### src/rtl/cmd_credit_gate_if.sv
// Command stream interface for cmd_credit_gate: AXI-Stream style tdata/tvalid/tready.
// master drives tdata/tvalid, slave drives tready.
interface cmd_credit_gate_if #(
  parameter int DW = 128
);
  logic [DW-1:0] tdata;
  logic          tvalid;
  logic          tready;

  modport master (output tdata, output tvalid, input tready);
  modport slave  (input tdata, input tvalid, output tready);
endinterface

### src/rtl/cmd_credit_gate.sv
// Read-credit gate between host command stream and command FIFO; admits a command only when
// the read-data FIFO can absorb all its beats. Optional watchdog via macro CMD_CREDIT_WDOG_EN.
module cmd_credit_gate #(
  parameter int CREDITS     = 16,
  parameter int SLOTS       = 4,
  parameter int RD_MASK_LSB = 0,
  parameter int CNT_W       = 5,
  parameter int WDOG_CYCLES = 65535
) (
  input  logic                axi_aclk,
  input  logic                axi_aresetn,
  cmd_credit_gate_if.slave    s_cmd,
  cmd_credit_gate_if.master   m_cmd,
  input  logic                rdata_beat,
  input  logic                flush,
  output logic [CNT_W-1:0]    outstanding,
  output logic                stalled,
  output logic                err
);
  localparam int N_W = $clog2(SLOTS + 1);

  typedef enum logic [0:0] {ST_EMPTY = 1'b0, ST_FULL = 1'b1} state_t;

  if (CREDITS < SLOTS) begin : g_chk_credits
    $error("cmd_credit_gate: CREDITS must be >= SLOTS");
  end
  if (WDOG_CYCLES < 1) begin : g_chk_wdog
    $error("cmd_credit_gate: WDOG_CYCLES must be >= 1");
  end

  function automatic logic [N_W-1:0] count_reads(input logic [SLOTS-1:0] mask);
    logic [N_W-1:0] c;
    c = {N_W{1'b0}};
    for (int i = 0; i < SLOTS; i++) begin
      c = c + N_W'(mask[i]);
    end
    return c;
  endfunction

  state_t              state_r, state_s;
  logic [127:0]        data_r;
  logic [CNT_W-1:0]    outstanding_r, outstanding_s;
  logic                err_r, err_s;
  logic [N_W-1:0]      n_s;
  logic [CNT_W-1:0]    n_cnt_s;
  logic [CNT_W:0]      avail_s;
  logic                space_s, fit_s, ready_s, accept_s, under_s, wdog_hit_s;

  // Read-slot count, credit availability and handshake decisions
  always_comb begin
    n_s      = count_reads(s_cmd.tdata[RD_MASK_LSB +: SLOTS]);
    n_cnt_s  = CNT_W'(n_s);
    avail_s  = (CNT_W+1)'(CREDITS) - {1'b0, outstanding_r};
    space_s  = (state_r == ST_EMPTY) | m_cmd.tready;
    fit_s    = ({1'b0, n_cnt_s} <= avail_s);
    ready_s  = space_s & fit_s;
    accept_s = s_cmd.tvalid & ready_s;
    under_s  = rdata_beat & (outstanding_r == {CNT_W{1'b0}});
  end

  // Output stage next-state
  always_comb begin
    state_s = state_r;
    case (state_r)
      ST_EMPTY: begin
        if (accept_s) state_s = ST_FULL;
        else          state_s = ST_EMPTY;
      end
      ST_FULL: begin
        if (accept_s)          state_s = ST_FULL;
        else if (m_cmd.tready) state_s = ST_EMPTY;
        else                   state_s = ST_FULL;
      end
      default: state_s = ST_EMPTY;
    endcase
  end

  // Credit accounting; a flush discards any same-cycle beat
  always_comb begin
    outstanding_s = outstanding_r;
    err_s         = err_r;
    if (flush) begin
      err_s = 1'b0;
      if (accept_s) outstanding_s = n_cnt_s;
      else          outstanding_s = {CNT_W{1'b0}};
    end else begin
      if (under_s | wdog_hit_s) err_s = 1'b1;
      else                      err_s = err_r;
      if (accept_s) outstanding_s = outstanding_s + n_cnt_s;
      else          outstanding_s = outstanding_s;
      if (rdata_beat && !under_s) outstanding_s = outstanding_s - CNT_W'(1);
      else                        outstanding_s = outstanding_s;
    end
  end

  // State, held command and accounting registers
  always_ff @(posedge axi_aclk or negedge axi_aresetn) begin
    if (!axi_aresetn) begin
      state_r       <= ST_EMPTY;
      data_r        <= 128'd0;
      outstanding_r <= {CNT_W{1'b0}};
      err_r         <= 1'b0;
    end else begin
      state_r       <= state_s;
      outstanding_r <= outstanding_s;
      err_r         <= err_s;
      if (accept_s) data_r <= s_cmd.tdata;
      else          data_r <= data_r;
    end
  end

`ifdef CMD_CREDIT_WDOG_EN
  localparam int WD_W = $clog2(WDOG_CYCLES + 1);

  logic [WD_W-1:0] wdog_cnt_r;
  logic            wdog_run_s;

  // Watchdog runs only while reads are owed and none are returning
  always_comb begin
    wdog_run_s = (outstanding_r != {CNT_W{1'b0}}) & ~rdata_beat & ~flush;
    wdog_hit_s = wdog_run_s & (wdog_cnt_r == WD_W'(WDOG_CYCLES - 1));
  end

  // Watchdog counter
  always_ff @(posedge axi_aclk or negedge axi_aresetn) begin
    if (!axi_aresetn) begin
      wdog_cnt_r <= {WD_W{1'b0}};
    end else if (!wdog_run_s || wdog_hit_s) begin
      wdog_cnt_r <= {WD_W{1'b0}};
    end else begin
      wdog_cnt_r <= wdog_cnt_r + WD_W'(1);
    end
  end
`else
  assign wdog_hit_s = 1'b0;
`endif

  assign s_cmd.tready = ready_s;
  assign stalled      = s_cmd.tvalid & space_s & ~fit_s;
  assign m_cmd.tvalid = (state_r == ST_FULL);
  assign m_cmd.tdata  = data_r;
  assign outstanding  = outstanding_r;
  assign err          = err_r;
endmodule

### src/flat_wrapper.sv
// flat-port wrapper written by rule: the top's interface ports become plain ports
module cmd_credit_gate_flat 
#(
  parameter int CREDITS     = 16,
  parameter int SLOTS       = 4,
  parameter int RD_MASK_LSB = 0,
  parameter int CNT_W       = 5,
  parameter int WDOG_CYCLES = 65535
)
  (axi_aclk, axi_aresetn, rdata_beat, flush, outstanding, stalled, err, s_cmd_tdata, s_cmd_tvalid, s_cmd_tready, m_cmd_tdata, m_cmd_tvalid, m_cmd_tready);
  cmd_credit_gate_if s_cmd_i ();
  cmd_credit_gate_if m_cmd_i ();
  input  logic axi_aclk;
  input  logic axi_aresetn;
  input  logic rdata_beat;
  input  logic flush;
  output logic [CNT_W-1:0] outstanding;
  output logic stalled;
  output logic err;
  input wire logic [$bits(s_cmd_i.tdata)-1:0] s_cmd_tdata;
  input wire logic [$bits(s_cmd_i.tvalid)-1:0] s_cmd_tvalid;
  output wire logic [$bits(s_cmd_i.tready)-1:0] s_cmd_tready;
  output wire logic [$bits(m_cmd_i.tdata)-1:0] m_cmd_tdata;
  output wire logic [$bits(m_cmd_i.tvalid)-1:0] m_cmd_tvalid;
  input wire logic [$bits(m_cmd_i.tready)-1:0] m_cmd_tready;
  assign s_cmd_i.tdata = s_cmd_tdata;
  assign s_cmd_i.tvalid = s_cmd_tvalid;
  assign s_cmd_tready = s_cmd_i.tready;
  assign m_cmd_tdata = m_cmd_i.tdata;
  assign m_cmd_tvalid = m_cmd_i.tvalid;
  assign m_cmd_i.tready = m_cmd_tready;
  cmd_credit_gate #(.CREDITS(CREDITS), .SLOTS(SLOTS), .RD_MASK_LSB(RD_MASK_LSB), .CNT_W(CNT_W), .WDOG_CYCLES(WDOG_CYCLES)) u_core (.axi_aclk(axi_aclk), .axi_aresetn(axi_aresetn), .s_cmd(s_cmd_i), .m_cmd(m_cmd_i), .rdata_beat(rdata_beat), .flush(flush), .outstanding(outstanding), .stalled(stalled), .err(err));
endmodule
### config.mk
export PLATFORM = sky130hd
export DESIGN_NAME = cmd_credit_gate_flat
export DESIGN_NICKNAME = d
export VERILOG_FILES = /design/src/rtl/cmd_credit_gate_if.sv /design/src/rtl/cmd_credit_gate.sv /design/src/flat_wrapper.sv
export SDC_FILE = /design/constraint.sdc
export NUM_CORES = 1
export LEC_CHECK = 0
export CORE_UTILIZATION = 37
export DETAILED_ROUTE_END_ITERATION = 8
export PLACE_DENSITY = 0.74
export SKIP_CTS_REPAIR_TIMING = 1
export SLEW_MARGIN = 40
export SYNTH_ARGS = -nofsm -noshare
export SYNTH_HDL_FRONTEND = slang
export SYNTH_SLANG_ARGS = --single-unit
### constraint.sdc
create_clock -name axi_aclk -period 2.95 [get_ports axi_aclk]
set_input_delay 0.295 -clock axi_aclk [delete_from_list [all_inputs] [get_ports axi_aclk]]
set_output_delay 0.295 -clock axi_aclk [all_outputs]
set_load 0.005 [all_outputs]
==> flow_metrics.env <==
export IMPL_ys_seq_elements=135
export IMPL_die_width_um=123.9
export IMPL_tritoncts_num_buffers=17
export IMPL_synth_cells=362
export IMPL_finalNetCount=815
export IMPL_synth_lib_cells_used_distinct=36
export IMPL_num_vias=4132
export IMPL_path_delay_family="adder cells"
export IMPL_core_area_mm2=0.01453
export IMPL_report_final_hold_viol_count=0
export IMPL_timing_critical_path_to_type="flip-flop"
export IMPL_post_drt_wl_per_cell_um=16.95
export IMPL_drv_max_cap_violation_count=0
export IMPL_placement_rows=44
export IMPL_synthesis_area_per_instance_um2=15.18
export IMPL_slew_limit_headroom_pct=57.79
export IMPL_setup_violations=2
export IMPL_grt_pass1_vias=4292
export IMPL_drc=0
export IMPL_netlist_top_cell_by_area="dfrtp_1"
export IMPL_gr_total_overflow=0
export IMPL_switching_share_pct=28.32
export IMPL_floorplan_die_height_um=123.9
export IMPL_cp_cell_sequence="buf_6 > ha_4 > inv_2 > fa_2 > inv_2 > ha_4 > ha_4 > nor2b_4 > o31a_1 > a31oi_4 > mux2i_2 > ha_2 > nand2_2 > nor4b_2 > mux2_1"
export IMPL_finalPower_mw=10.05
export IMPL_path_buf_inv=3
export IMPL_internal_power_mw=7.206
export IMPL_clockPowerShare_pct=21.9
export IMPL_layout_common_cells="clkdlybuf4s50_1 (263), dfrtp_1 (135), mux2_2 (126)"
export IMPL_timing_critical_path_from_type="primary input"
export IMPL_pwr_density_cell_mw_per_mm2=1071
export IMPL_synth_seq_area_share_pct=61.49
export IMPL_initial_core_util_pct=37.80
export IMPL_worstPathArrival_ps=3340
export IMPL_synth_ff_type="dfrtp_1"
export IMPL_status="finished with violations"
export IMPL_netSwitchingPower_mw=2.847
export IMPL_grt_start_max_net_pins=67
export IMPL_power_static_leakage_nw=3.974
export IMPL_failed_checks="setup timing"
export IMPL_clock_tree_buffer_depth=2
export IMPL_max_clock_freq_mhz=327.1
export IMPL_clkSinkCount=135
export IMPL_synth_async_sr_flop_share_pct=100.0
export IMPL_pin_count=271
export IMPL_worst_setup_path_type="in2reg"
export IMPL_final_max_slew_viol_count=0
export IMPL_antenna_cells_inserted=0
export IMPL_syn_nets=509
export IMPL_comb_power_share_pct=45.7
export IMPL_path_max_fanout=4
export IMPL_finalCoreUtilization_pct=64.57
export IMPL_sequential_fraction_of_design_power_pct=32.4
export IMPL_drt_wl_total_um=14670
export IMPL_area_grow_syn2layout_pct=70.80
export IMPL_postRouteAntennaNets=0
export IMPL_dr_first_iter_drc_count=133
export IMPL_final_min_period_over_clock_period_pct=103.6
export IMPL_fin_worst_hold_slack_ps=128.7
export IMPL_cts_tree="yes"
export IMPL_cpMostUsedCell="ha_4"
export IMPL_grt_setup_unrepaired="true"
export IMPL_crit_required_ps=3230
export IMPL_cpMaxStageDelayCell="fa_2"
export IMPL_synth_cell_area_mm2=0.005494
export IMPL_synth_edf_count=0
export IMPL_power_ir_vdd_worst_mv=0.4853
export IMPL_synthTopCellsByArea="dfrtp_1 (61%), mux2_2 (26%), ha_1 (2.5%)"
export IMPL_grt_util_overall_pct=18.96
export IMPL_globalplace_congestion=0.8372
export IMPL_fin_worst_skew_ps=5.454
export IMPL_post_drt_via_cell_ratio=4.777
export IMPL_slowest_delay_ps=370
export IMPL_grt_pass1_wl_um=21690
export IMPL_n_fill_cell=1117
export IMPL_synthDominantCellAreaShare_pct=61.49
export IMPL_final_common_cell="clkdlybuf4s50_1"
export IMPL_slew_at_the_pin_with_the_worst_max_slew_slack_ps=633.2
export IMPL_die_area_mm2=0.01534
export IMPL_firstDrtPassIters=4
export IMPL_clkTransAtPathRegs_ps=60
export IMPL_final_setup_worst_slack_ps=-107.3
export IMPL_detailed_place_hpwl_um=10960
export IMPL_period_minus_slack_ps=3057
export IMPL_antenna_found_initial=0
export IMPL_placement_io_buffers=270
export IMPL_synth_yosys_warnings=0
export IMPL_final_layout_size_suffix_gt1_share_pct=31.42
export IMPL_fin_tns_setup_ps=-133.4
export IMPL_cts_root_buf="clkbuf_16"
export IMPL_min_delay_path_class="in2reg"
export IMPL_clkLatencyLatePin_ps=400
export IMPL_clock_tree_htree_level_count=4
## kinds of logic (layout without fill, tap and decap cells)
group	count (synthesis)	after routing	synth area share, %
buffers and inverters	28	347	2.368
and+or+nand+nor	33	33	3.257
DFF	135	135	61.49
xor gates and xnor gates	5	5	0.7970
adders and majority gates	13	13	3.234
AOI/OAI and AO/OA	18	18	2.278
muxes	130	130	26.58
## sequential cells by signal, indices dropped and copies added, names as in the netlist
register and count:
u_core.err 1, u_core.m_cmd.tdata 128, u_core.m_cmd.tvalid 1, u_core.outstanding 5
## metrics by stage
stage / setup slack, ps / std cells / instance area, um2
6_report: -107.3 / 865 / 9384
5_1_grt: -174.4 / 865 / 9384
4_1_cts: -628.2 / 861 / 9286
3_5_place_dp: -928.9 / 829 / 8665
3_3_place_gp: -861.0 / 829 / 8665
2_1_floorplan: -410.9 / 362 / 5552
## Yosys cell counts, types with 2 or more instances
library cell,number
dfrtp_1,135
mux2_2,126
buf_2,14
inv_1,12
ha_1,11
nand2_1,8
nor2_1,6
o21ai_0,5
nor2b_1,4
xnor2_1,4
mux2i_1,3
nand2b_1,3
nand3_1,3
a21oi_1,2
a31oi_1,2
fa_1,2
nor3_1,2
nor4_1,2
## final timing paths
path | start | endpoint | slack, ps | depth (start not counted)
max in group asynchronous | axi_aresetn | u_core.m_cmd.tdata[89]$_DFFE_PN0N_ | 1720 | 3
min in group asynchronous | axi_aresetn | u_core.m_cmd.tdata[59]$_DFFE_PN0N_ | 450 | 2
min | s_cmd_tdata[0] | u_core.m_cmd.tdata[0]$_DFFE_PN0N_ | 130 | 2
max reg2reg | u_core.outstanding[1]$_DFF_PN0_ | u_core.outstanding[4]$_DFF_PN0_ | -10 | 12
min reg2reg | u_core.m_cmd.tdata[3]$_DFFE_PN0N_ | u_core.m_cmd.tdata[3]$_DFFE_PN0N_ | 490 | 2
max | s_cmd_tdata[0] | u_core.outstanding[4]$_DFF_PN0_ | -110 | 15
## routing by layer
layer  vias up  global-route usage, %  wire [um]
li1       1887                      -          -
met1      2039                  20.72       5472
met2       185                  32.50       7617
met3        21                  7.509       1320
met4         0                  8.057        255
met5         -                      0          0
## power groups by stage
stage	Combinational (mW)	Sequential [mW]	Clock (mW)
6_report	4.59	3.26	2.20
5_1_grt	4.94	3.38	2.32
4_1_cts	4.49	3.27	2.25
3_5_place_dp	4.46	3.29	0
3_3_place_gp	4.39	3.22	0
2_1_floorplan	1.62	3.33	0
## area by class of cell
type	count	area, um2	area share, %
sequential	135	3378	36.00
timing repair buffer	303	3012	32.09
multi-input combinational	199	2097	22.35
clock buffer	20	456.7	4.867
tap	184	230.2	2.453
clock inverter	12	165.2	1.760
inverter	12	45.04	0.4800
Note: power is estimated with default switching activity, not from simulation.
